[src/rtl/clock_display_pkg.sv]
// Shared mode encodings and default mask
// constants for the clock display blocks.
package clock_display_pkg;

  typedef enum logic [1:0] {
    MODE_NORMAL      = 2'd0,
    MODE_SET_HOURS   = 2'd1,
    MODE_SET_MINUTES = 2'd2,
    MODE_ALARM_RING  = 2'd3
  } mode_e;

  localparam int DEF_DIGITS = 6;
  localparam int DEF_BLINK_TICKS = 8;

  localparam logic [5:0] DEF_COLON_MASK = 6'b011000;
  localparam logic [5:0] DEF_SEP_MASK   = 6'b000010;
  localparam logic [5:0] DEF_HOUR_MASK  = 6'b110000;
  localparam logic [5:0] DEF_MIN_MASK   = 6'b001100;

endpackage

[src/rtl/blink_timer.sv]
// Blink half-period counter and phase bit.
// Restart forces a fresh visible half-period.
module blink_timer #(
  parameter int BLINK_TICKS = 8
) (
  input  logic i_clk,
  input  logic i_reset_n,
  input  logic i_tick,
  input  logic i_restart,
  output logic o_phase
);

  localparam int CW = $clog2(BLINK_TICKS);
  localparam logic [CW-1:0] LAST = CW'(BLINK_TICKS - 1);

  logic [CW-1:0] cnt;

  // Count ticks; wrap and toggle phase at the last one
  always_ff @(posedge i_clk or negedge i_reset_n) begin
    if (!i_reset_n) begin
      cnt     <= '0;
      o_phase <= 1'b1;
    end else if (i_restart) begin
      cnt     <= '0;
      o_phase <= 1'b1;
    end else if (i_tick) begin
      if (cnt == LAST) begin
        cnt     <= '0;
        o_phase <= ~o_phase;
      end else begin
        cnt <= cnt + CW'(1);
      end
    end
  end

endmodule

[src/rtl/dp_blink_controller.sv]
// Decimal-point and digit-blank driver for a
// six-digit clock display with mode blinking.
module dp_blink_controller
  import clock_display_pkg::*;
#(
  parameter int DIGITS = DEF_DIGITS,
  parameter int BLINK_TICKS = DEF_BLINK_TICKS,
  parameter logic [DIGITS-1:0] COLON_MASK = DEF_COLON_MASK,
  parameter logic [DIGITS-1:0] SEP_MASK = DEF_SEP_MASK,
  parameter logic [DIGITS-1:0] HOUR_MASK = DEF_HOUR_MASK,
  parameter logic [DIGITS-1:0] MIN_MASK = DEF_MIN_MASK,
  parameter int AMPM_IDX = 0,
  parameter int ALARM_IDX = DIGITS - 1
) (
  input  logic              i_clk,
  input  logic              i_reset_n,
  input  logic              i_tick,
  input  logic [1:0]        i_mode,
  input  logic              i_display_en,
  input  logic [5:0]        i_seconds,
  input  logic              i_am_pm,
  input  logic              i_alarm_en,
  output logic [DIGITS-1:0] o_dp,
  output logic [DIGITS-1:0] o_blank
);

  mode_e mode_q;
  mode_e mode_d;
  logic restart;
  logic phase;
  logic phase_eff;
  logic [DIGITS-1:0] dp_d;
  logic [DIGITS-1:0] blank_d;
  logic sec_unused;

  assign sec_unused = ^i_seconds[5:1];
  assign mode_d = mode_e'(i_mode);
  assign restart = (mode_d != mode_q);
  assign phase_eff = restart | phase;

  blink_timer #(
    .BLINK_TICKS(BLINK_TICKS)
  ) u_timer (
    .i_clk    (i_clk),
    .i_reset_n(i_reset_n),
    .i_tick   (i_tick),
    .i_restart(restart),
    .o_phase  (phase)
  );

  // Track the mode so a change restarts blinking
  always_ff @(posedge i_clk or negedge i_reset_n) begin
    if (!i_reset_n) mode_q <= MODE_NORMAL;
    else            mode_q <= mode_d;
  end

  // Decode the next DP/blank pattern from mode
  always_comb begin
    dp_d    = '0;
    blank_d = '0;
    unique case (mode_d)
      MODE_NORMAL: begin
        dp_d = (COLON_MASK & {DIGITS{i_seconds[0]}})
             | SEP_MASK;
        dp_d[AMPM_IDX]  = i_am_pm;
        dp_d[ALARM_IDX] = i_alarm_en;
      end
      MODE_SET_HOURS: begin
        dp_d = COLON_MASK;
        dp_d[AMPM_IDX]  = i_am_pm;
        dp_d[ALARM_IDX] = i_alarm_en;
        if (!phase_eff) blank_d = HOUR_MASK;
      end
      MODE_SET_MINUTES: begin
        dp_d = COLON_MASK;
        dp_d[AMPM_IDX]  = i_am_pm;
        dp_d[ALARM_IDX] = i_alarm_en;
        if (!phase_eff) blank_d = MIN_MASK;
      end
      MODE_ALARM_RING: begin
        dp_d = {DIGITS{phase_eff}};
      end
      default: begin
        dp_d    = '0;
        blank_d = '0;
      end
    endcase
    if (!i_display_en) begin
      dp_d    = '0;
      blank_d = '1;
    end
  end

  // Register the outputs
  always_ff @(posedge i_clk or negedge i_reset_n) begin
    if (!i_reset_n) begin
      o_dp    <= '0;
      o_blank <= '0;
    end else begin
      o_dp    <= dp_d;
      o_blank <= blank_d;
    end
  end

endmodule

[config.mk]
export PLATFORM = sky130hd
export DESIGN_NAME = dp_blink_controller
export DESIGN_NICKNAME = d
export VERILOG_FILES = /design/src/rtl/clock_display_pkg.sv /design/src/rtl/blink_timer.sv /design/src/rtl/dp_blink_controller.sv
export SDC_FILE = /design/constraint.sdc
export NUM_CORES = 1
export LEC_CHECK = 0
export ABC_AREA = 0
export BUFFER_PORTS_ARGS = -buffer_cell sky130_fd_sc_hd__clkbuf_2
export CORE_MARGIN = 2
export CORE_UTILIZATION = 30
export DETAILED_ROUTE_END_ITERATION = 8
export SYNTH_ARGS = -nofsm -noshare
export SYNTH_HDL_FRONTEND = slang
export SYNTH_HIERARCHICAL = 1
export SYNTH_SLANG_ARGS = --single-unit
[constraint.sdc]
create_clock -name i_clk -period 1.3 [get_ports i_clk]
set_input_delay 0.195 -clock i_clk [delete_from_list [all_inputs] [get_ports i_clk]]
set_output_delay 0.195 -clock i_clk [all_outputs]
set_load 0.05 [all_outputs]
==> metrics.md, run 1 <==
| Metric | Value |
|---|---|
| Outcome | `complete, no violations` |
| Commonest cells in the netlist | `dfrtp_1, ha_1, inv_1` |
| Vias after detailed routing | `469` |
| Mean post-synth cell area | `11.5 µm²` |
| Worst Hold Class | `input pin to flip-flop` |
| Met1 Usage GRT | `0.0931` |
| Post-synthesis async set-or-reset flop share | `1.00` |
| Cell Area, Synth | `667 µm²` |
| Setup crit start kind | `flip-flop` |
| Clock Latency Late Sink | `270 ps` |
| Final HPWL DP | `807 µm` |
| Peak VDD IR | `0.000437 V` |
| Synth top area share | `0.488` |
| Worst r2r src | `u_timer/cnt[1]$_DFFE_PN0P_` |
| Synth-to-Final Area Change | `26.8%` |
| Internal reg-to-reg setup slack | `0.9 ps` |
| #FFs+latches synth | `14` |
| Met2 Track Usage GR | `0.165` |
| Die area | `0.00262 mm²` |
| Tmin final | `1300 ps` |
| Hold Path Origin | `i_mode[0]` |
| Synthesis Warnings | `6` |
| Critical path's slowest cell | `dfrtp_1` |
| Post-synth cell types | `23` |
| Post-synth top area cell | `dfrtp_1` |
| TritonCTS clock tree | `yes` |
| TritonRoute pass-1 iters | `4` |
| Antenna violations before repair | `0` |
| RSZ-0062 raised after global routing | `true` |
| Die Wd | `51.2 µm` |
| Seq/Total Area, Yosys | `0.527` |
| Via/cell ratio | `4.26` |
| Worst path max stage delay | `390 ps` |
| CTS root buffer | `clkbuf_4` |
| Post-route ant nets | `0` |
| Fmax | `770 MHz` |
| Worst path arrival time | `1500 ps` |
| Pwr Density | `1080 mW/mm²` |
| Crit Path Class | `flip-flop to flip-flop` |
| CP Cell Sequence | `ha_2 -> ha_4 -> or3b_1 -> a21oi_2` |
| # rows | `17` |
| WL/cell | `9.75 µm` |
| Initial DRC Count | `2` |
| # Max-Cap Violations | `0` |
| Vias in the first global route | `452` |
| Layout cells sized above 1 | `0.390` |
| Diode count | `0` |
| Fin nets | `103` |
| FILL cells | `213` |
| Worst hold endpoint | `mode_q[0]$_DFF_PN0_` |
| Gr ovfl total | `0` |
| Hold Vio Cnt, Final | `0` |
| TNS Setup | `0 ps` |
| Ys flop type | `dfrtp_1` |
| Worst slew pin tran | `346 ps` |
| First-pass GRT wire length | `1770 µm` |
| Number of synthesized flops with an enable pin | `0` |
| Hold slack | `108 ps` |
| Largest fanout on the critical path | `2` |
| Final period utilization | `0.999` |
| Max Transition Viols Final | `0` |
| Clock skew | `3.25 ps` |
| M3 GR Usage | `0.0292` |
| Num CTS Buffers | `3` |
| Total GRT Usage | `0.0941` |
| Rel. slew slack | `0.770` |
| Syn Nets | `78` |
| IO Port Bufs | `20` |
| Clk sinks | `14` |
| P_leak | `0.446 nW` |
| Die H | `51.2 µm` |
| Setup crit end kind | `flip-flop` |
| Synth area leaders | `dfrtp_1, ha_1, buf_4` |
| # DRC | `0` |
| GP Congestion | `0.723` |
| Core area | `0.00215 mm²` |
| Hold Path Stages | `1` |
| Clk slew on worst S/H paths | `80 ps` |
| Initial Util | `0.310` |
| Syn Inst Count | `58` |
| Top Ports | `26` |
| Most numerous cell in the Yosys netlist | `dfrtp_1` |
| Largest net degree at the start of global routing | `15` |
| R2R cell count | `4` |
| CTS H-Tree Depth | `1` |
| Setup Viol. Count Final | `0` |
| Top Usage Layer GRT | `met2` |
| Worst setup startpoint | `u_timer/cnt[1]$_DFFE_PN0P_` |
| Clock Tree Buf Depth | `2` |
| Critical Path RT | `1500 ps` |
| Reg2reg end | `u_timer/cnt[0]$_DFFE_PN0P_` |
| Final wirelength | `1070 µm` |
[critical path: cells and delay by family, from the launching register on]
family                   cells  cell delay (ps)
adder cells (fa/ha/maj)      2              350
flip-flops                   1              390
AND/OR/NAND/NOR              1              360
AO/OA/AOI/OAI                1              130
[metal layers]
layer  up-vias  share of wire
met4         0          0.023
li1        235              -
met3         2          0.088
met5         -              0
met1       211           0.41
met2        21           0.48
[layout make-up]
cell class | count | area [µm²] | share of cell area
clock buffers | 4 | 26.3 | 0.0311
repair buffers | 24 | 133 | 0.157
well taps | 28 | 35.0 | 0.0414
inverters | 6 | 22.5 | 0.0266
flip-flops and latches | 14 | 352 | 0.416
multi-input cells | 34 | 278 | 0.328
[state kept, by name, indices dropped and copies added, names as in the netlist]
name and flops:
o_dp 5, mode_q 2, u_timer/o_phase 1, u_timer/cnt 3, o_blank 3
[worst max path at each step]
| stage | end | slack [ps] | cells past startpoint |
|---|---|---|---|
| after floorplan | u_timer/cnt[0]$_DFFE_PN0P_ | 20 | 4 |
| after global placement | u_timer/cnt[0]$_DFFE_PN0P_ | -10 | 4 |
| after detailed placement | u_timer/cnt[0]$_DFFE_PN0P_ | -40 | 4 |
| after CTS | u_timer/cnt[0]$_DFFE_PN0P_ | -10 | 4 |
| after global routing | u_timer/cnt[0]$_DFFE_PN0P_ | -50 | 4 |
| final | u_timer/cnt[0]$_DFFE_PN0P_ | 0.9 | 4 |
[stage by stage]
stage	power [mW]	instance area (µm²)	setup slack [ps]	utilization	instances
6_report	0.914	846	0.872	0.394	110
5_1_grt	0.966	846	-46.4	0.394	110
4_1_cts	0.924	838	-14.8	0.390	109
3_5_place_dp	0.670	782	-41.8	0.364	103
3_3_place_gp	0.668	782	-12.6	0.364	103
2_1_floorplan	0.620	669	16.1	-	58
[cells by family after synthesis]
kind of cell / share of synthesized area
fa+ha+maj: 0.113
xor+xnor: 0.0375
compound gates: 0.120
mux: 0.0300
flops: 0.527
simple gates: 0.0938
buf+inv: 0.0788
[what timing repair did]
action / CTS / global route
hold buffers: 1 / 0
pin swaps: 0 / 2
buffers inserted: 1 / 1
gates resized for setup: 2 / 0
setup endpoints to repair: 1 / 1
hold endpoints to repair: 13 / 0
[placed cells by master (no fill, tap or decap), types with 2 or more instances in the layout]
master	Yosys	routed
mux2i_1	2	2
inv_1	6	6
clkbuf_4	0	3
dfrtp_1	13	13
nor2_1	3	3
buf_4	4	3
a21oi_1	3	3
nand2_1	3	3
ha_1	6	4
clkbuf_2	0	20
o21ai_1	4	4
[report_power, final]
part	leakage (nW)	total, mW	switching [mW]	internal [mW]
clock network	0.0150	0.247	0.128	0.119
logic	0.255	0.201	0.147	0.0542
registers	0.175	0.466	0.00865	0.457
total	0.446	0.914	0.284	0.630
Note: power is estimated with default switching activity, not from simulation.
==> run 2, diff against run 1 <==
- RECOVER_POWER: unset -> 50
==> metrics.md, run 2 (synthesis results as in run 1) <==
| Metric | Value |
|---|---|
| Top Registers | `o_dp: 5 flops, o_blank: 3 flops, u_timer/cnt: 3 flops` |
| Clock Tree Buf Depth | `2 (unchanged)` |
| Dpl cells | `103 (unchanged)` |
| Clock Latency Late Sink | `270 ps (about the same)` |
| Setup crit start kind | `flip-flop` |
| GP Congestion | `0.723 (unchanged)` |
| Synth-to-Final Area Change | `26.1%` |
| CTS H-Tree Depth | `1 (unchanged)` |
| Critical path's slowest cell | `dfrtp_1` |
| Final HPWL DP | `807 µm (unchanged)` |
| Dpl cell area | `782 µm² (unchanged)` |
| Max reg flops | `5 (unchanged)` |
| TritonRoute pass-1 iters | `4 (unchanged)` |
| Fmax | `770 MHz (about the same)` |
| Clk slew on worst S/H paths | `80 ps (about the same)` |
| Max Transition Viols Final | `0 (unchanged)` |
| Vias in the first global route | `452 (unchanged)` |
| Total GRT Usage | `0.0941 (unchanged)` |
| Hold Vio Cnt, Final | `0 (unchanged)` |
| Core area | `0.00215 mm² (unchanged)` |
| Worst path max stage delay | `390 ps (about the same)` |
| Via/cell ratio | `4.25 (-0.21%)` |
| Worst Hold Class | `input pin to flip-flop` |
| Outcome | `complete, no violations` |
| First-pass GRT wire length | `1770 µm (unchanged)` |
| Internal power | `0.628 mW (-0.28%)` |
| IO Port Bufs | `20 (unchanged)` |
| P_leak | `0.434 nW (-2.7%)` |
| Peak VDD IR | `0.000437 V (about the same)` |
| R2R cell count | `4 (unchanged)` |
| Tmin final | `1300 ps (-0.259 ps)` |
| Gate power share | `0.219 (about the same)` |
| Fin nets | `103 (unchanged)` |
| Reg2reg end | `u_timer/cnt[0]$_DFFE_PN0P_` |
| Die area | `0.00262 mm² (unchanged)` |
| WL/cell | `9.70 µm (-0.56%)` |
| Die Wd | `51.2 µm (unchanged)` |
| Clock skew | `3.27 ps (+0.0175 ps)` |
| Hold Path Stages | `1 (unchanged)` |
| Worst r2r src | `u_timer/cnt[1]$_DFFE_PN0P_` |
| # DRC | `0 (unchanged)` |
| Setup crit end kind | `flip-flop` |
| Reg area | `352 µm² (unchanged)` |
| Largest fanout on the critical path | `2 (unchanged)` |
| Die H | `51.2 µm (unchanged)` |
| # rows | `17 (unchanged)` |
| Fin area | `841 µm² (-0.59%)` |
| Largest net degree at the start of global routing | `15 (unchanged)` |
| CP Buf/Inv Count | `0 (unchanged)` |
| Rel. slew slack | `0.507 (-0.262)` |
| TritonCTS clock tree | `yes` |
| Worst path arrival time | `1500 ps (about the same)` |
| Critical path's top delay family | `flip-flops` |
| Post-Layout Cell Count | `110 (unchanged)` |
| Antenna violations before repair | `0 (unchanged)` |
| # Max-Cap Violations | `0 (unchanged)` |
| CTS root buffer | `clkbuf_4` |
| Internal reg-to-reg setup slack | `1 ps (about the same)` |
| Post-route ant nets | `0 (unchanged)` |
| Final wirelength | `1070 µm (-0.56%)` |
| Top Ports | `26 (unchanged)` |
| Most frequent cells in the layout | `clkbuf_2, dfrtp_1, inv_1` |
| Clock Power Share | `0.271 (about the same)` |
| Num CTS Buffers | `3 (unchanged)` |
| Hold Path Origin | `i_mode[0]` |
| Most common cell after layout, fill and taps aside | `clkbuf_2` |
| Final period utilization | `0.999 (about the same)` |
| Diode count | `0 (unchanged)` |
| Top reg by flops | `o_dp` |
| RSZ-0062 raised after global routing | `true` |
| Pwr Density | `1080 mW/mm² (+0.36%)` |
| Gr ovfl total | `0 (unchanged)` |
| Critical Path RT | `1500 ps (about the same)` |
| Setup Viol. Count Final | `0 (unchanged)` |
| FILL cells | `217 (+1.9%)` |
| Worst slew pin tran | `739 ps (+394 ps)` |
| Multi-input gate area | `278 µm² (unchanged)` |
| CP Cell Sequence | `ha_2 -> ha_4 -> or3b_1 -> a21oi_2` |
| Clk sinks | `14 (unchanged)` |
| Worst hold endpoint | `mode_q[0]$_DFF_PN0_` |
| Initial Util | `0.310 (unchanged)` |
| Initial DRC Count | `2 (unchanged)` |
| Crit Path Class | `flip-flop to flip-flop` |
| Share of power burned in registers | `0.511 (about the same)` |
| Layout cells sized above 1 | `0.341 (-0.0488)` |
| Switching Fraction | `0.311 (about the same)` |
| Vias after detailed routing | `468 (-0.21%)` |
| Psw | `0.284 mW (-0.13%)` |
run 2: cell counts in the layout (fill, tap and decap cells not counted):
Identical to the previous run, type by type.
run 2: how the worst max path moves through the flow:
stage,start,slack (ps),cells after the start,endpoint
after floorplan,u_timer/cnt[0]$_DFFE_PN0P_,20,4,u_timer/cnt[0]$_DFFE_PN0P_
after global placement,u_timer/cnt[0]$_DFFE_PN0P_,-10,4,u_timer/cnt[0]$_DFFE_PN0P_
after detailed placement,u_timer/cnt[0]$_DFFE_PN0P_,-40,4,u_timer/cnt[0]$_DFFE_PN0P_
after CTS,u_timer/cnt[0]$_DFFE_PN0P_,-10,4,u_timer/cnt[0]$_DFFE_PN0P_
after global routing,u_timer/cnt[0]$_DFFE_PN0P_,-50,4,u_timer/cnt[0]$_DFFE_PN0P_
final,u_timer/cnt[1]$_DFFE_PN0P_,1,4,u_timer/cnt[0]$_DFFE_PN0P_
run 2: power by group through the flow:
stage               Clock, mW  Sequential [mW]  Combinational (mW)
floorplan                   0            0.532              0.0880
global placement            0            0.474               0.194
detailed placement          0            0.475               0.195
CTS                     0.255            0.466               0.203
global route            0.281            0.468               0.216
finish                  0.247            0.466               0.199
run 2: worst reg2reg max path, delay by kind of cell (launching register included):
kind,cells,cell delay (ps)
adder cells (fa/ha/maj),2,360
AO/OA/AOI/OAI,1,130
AND/OR/NAND/NOR,1,360
flip-flops,1,390
run 2: area by class of cell:
cell class	count	share of cell area
Inverter	6	0.0268
Sequential cell	14	0.418
Clock buffer	4	0.0313
Multi-Input combinational cell	34	0.330
Timing Repair Buffer	24	0.152
Tap cell	28	0.0417
run 2: layer usage:
metal | track usage | wire [µm] | vias to the layer above
met5 | 0 | 0 | -
met4 | 0.0676 | 25 | 0
met3 | 0.0292 | 93 | 2
met2 | 0.165 | 512 | 21
met1 | 0.0931 | 436 | 210
li1 | - | - | 235
run 2: metrics by stage:
stage / setup TNS, ps / hold slack, ps / power, mW / worst slack (ps) / utilization
floorplan: 0 / -101 / 0.620 / 16.1 / -
global route: -46.4 / 130 / 0.965 / -46.4 / 0.391
finish: 0 / 134 / 0.911 / 1.13 / 0.391
CTS: -14.8 / 108 / 0.924 / -14.8 / 0.390
global placement: -12.6 / 108 / 0.668 / -12.6 / 0.364
detailed placement: -41.8 / 109 / 0.670 / -41.8 / 0.364
run 2: what timing repair did:
| action | CTS | global route |
|---|---|---|
| endpoints found under the hold margin | 13 | 0 |
| setup buffers | 1 | 1 |
| hold buffers | 1 | 0 |
| setup endpoints to repair | 1 | 1 |
| resized for setup | 2 | 0 |
| pin swaps | 0 | 2 |
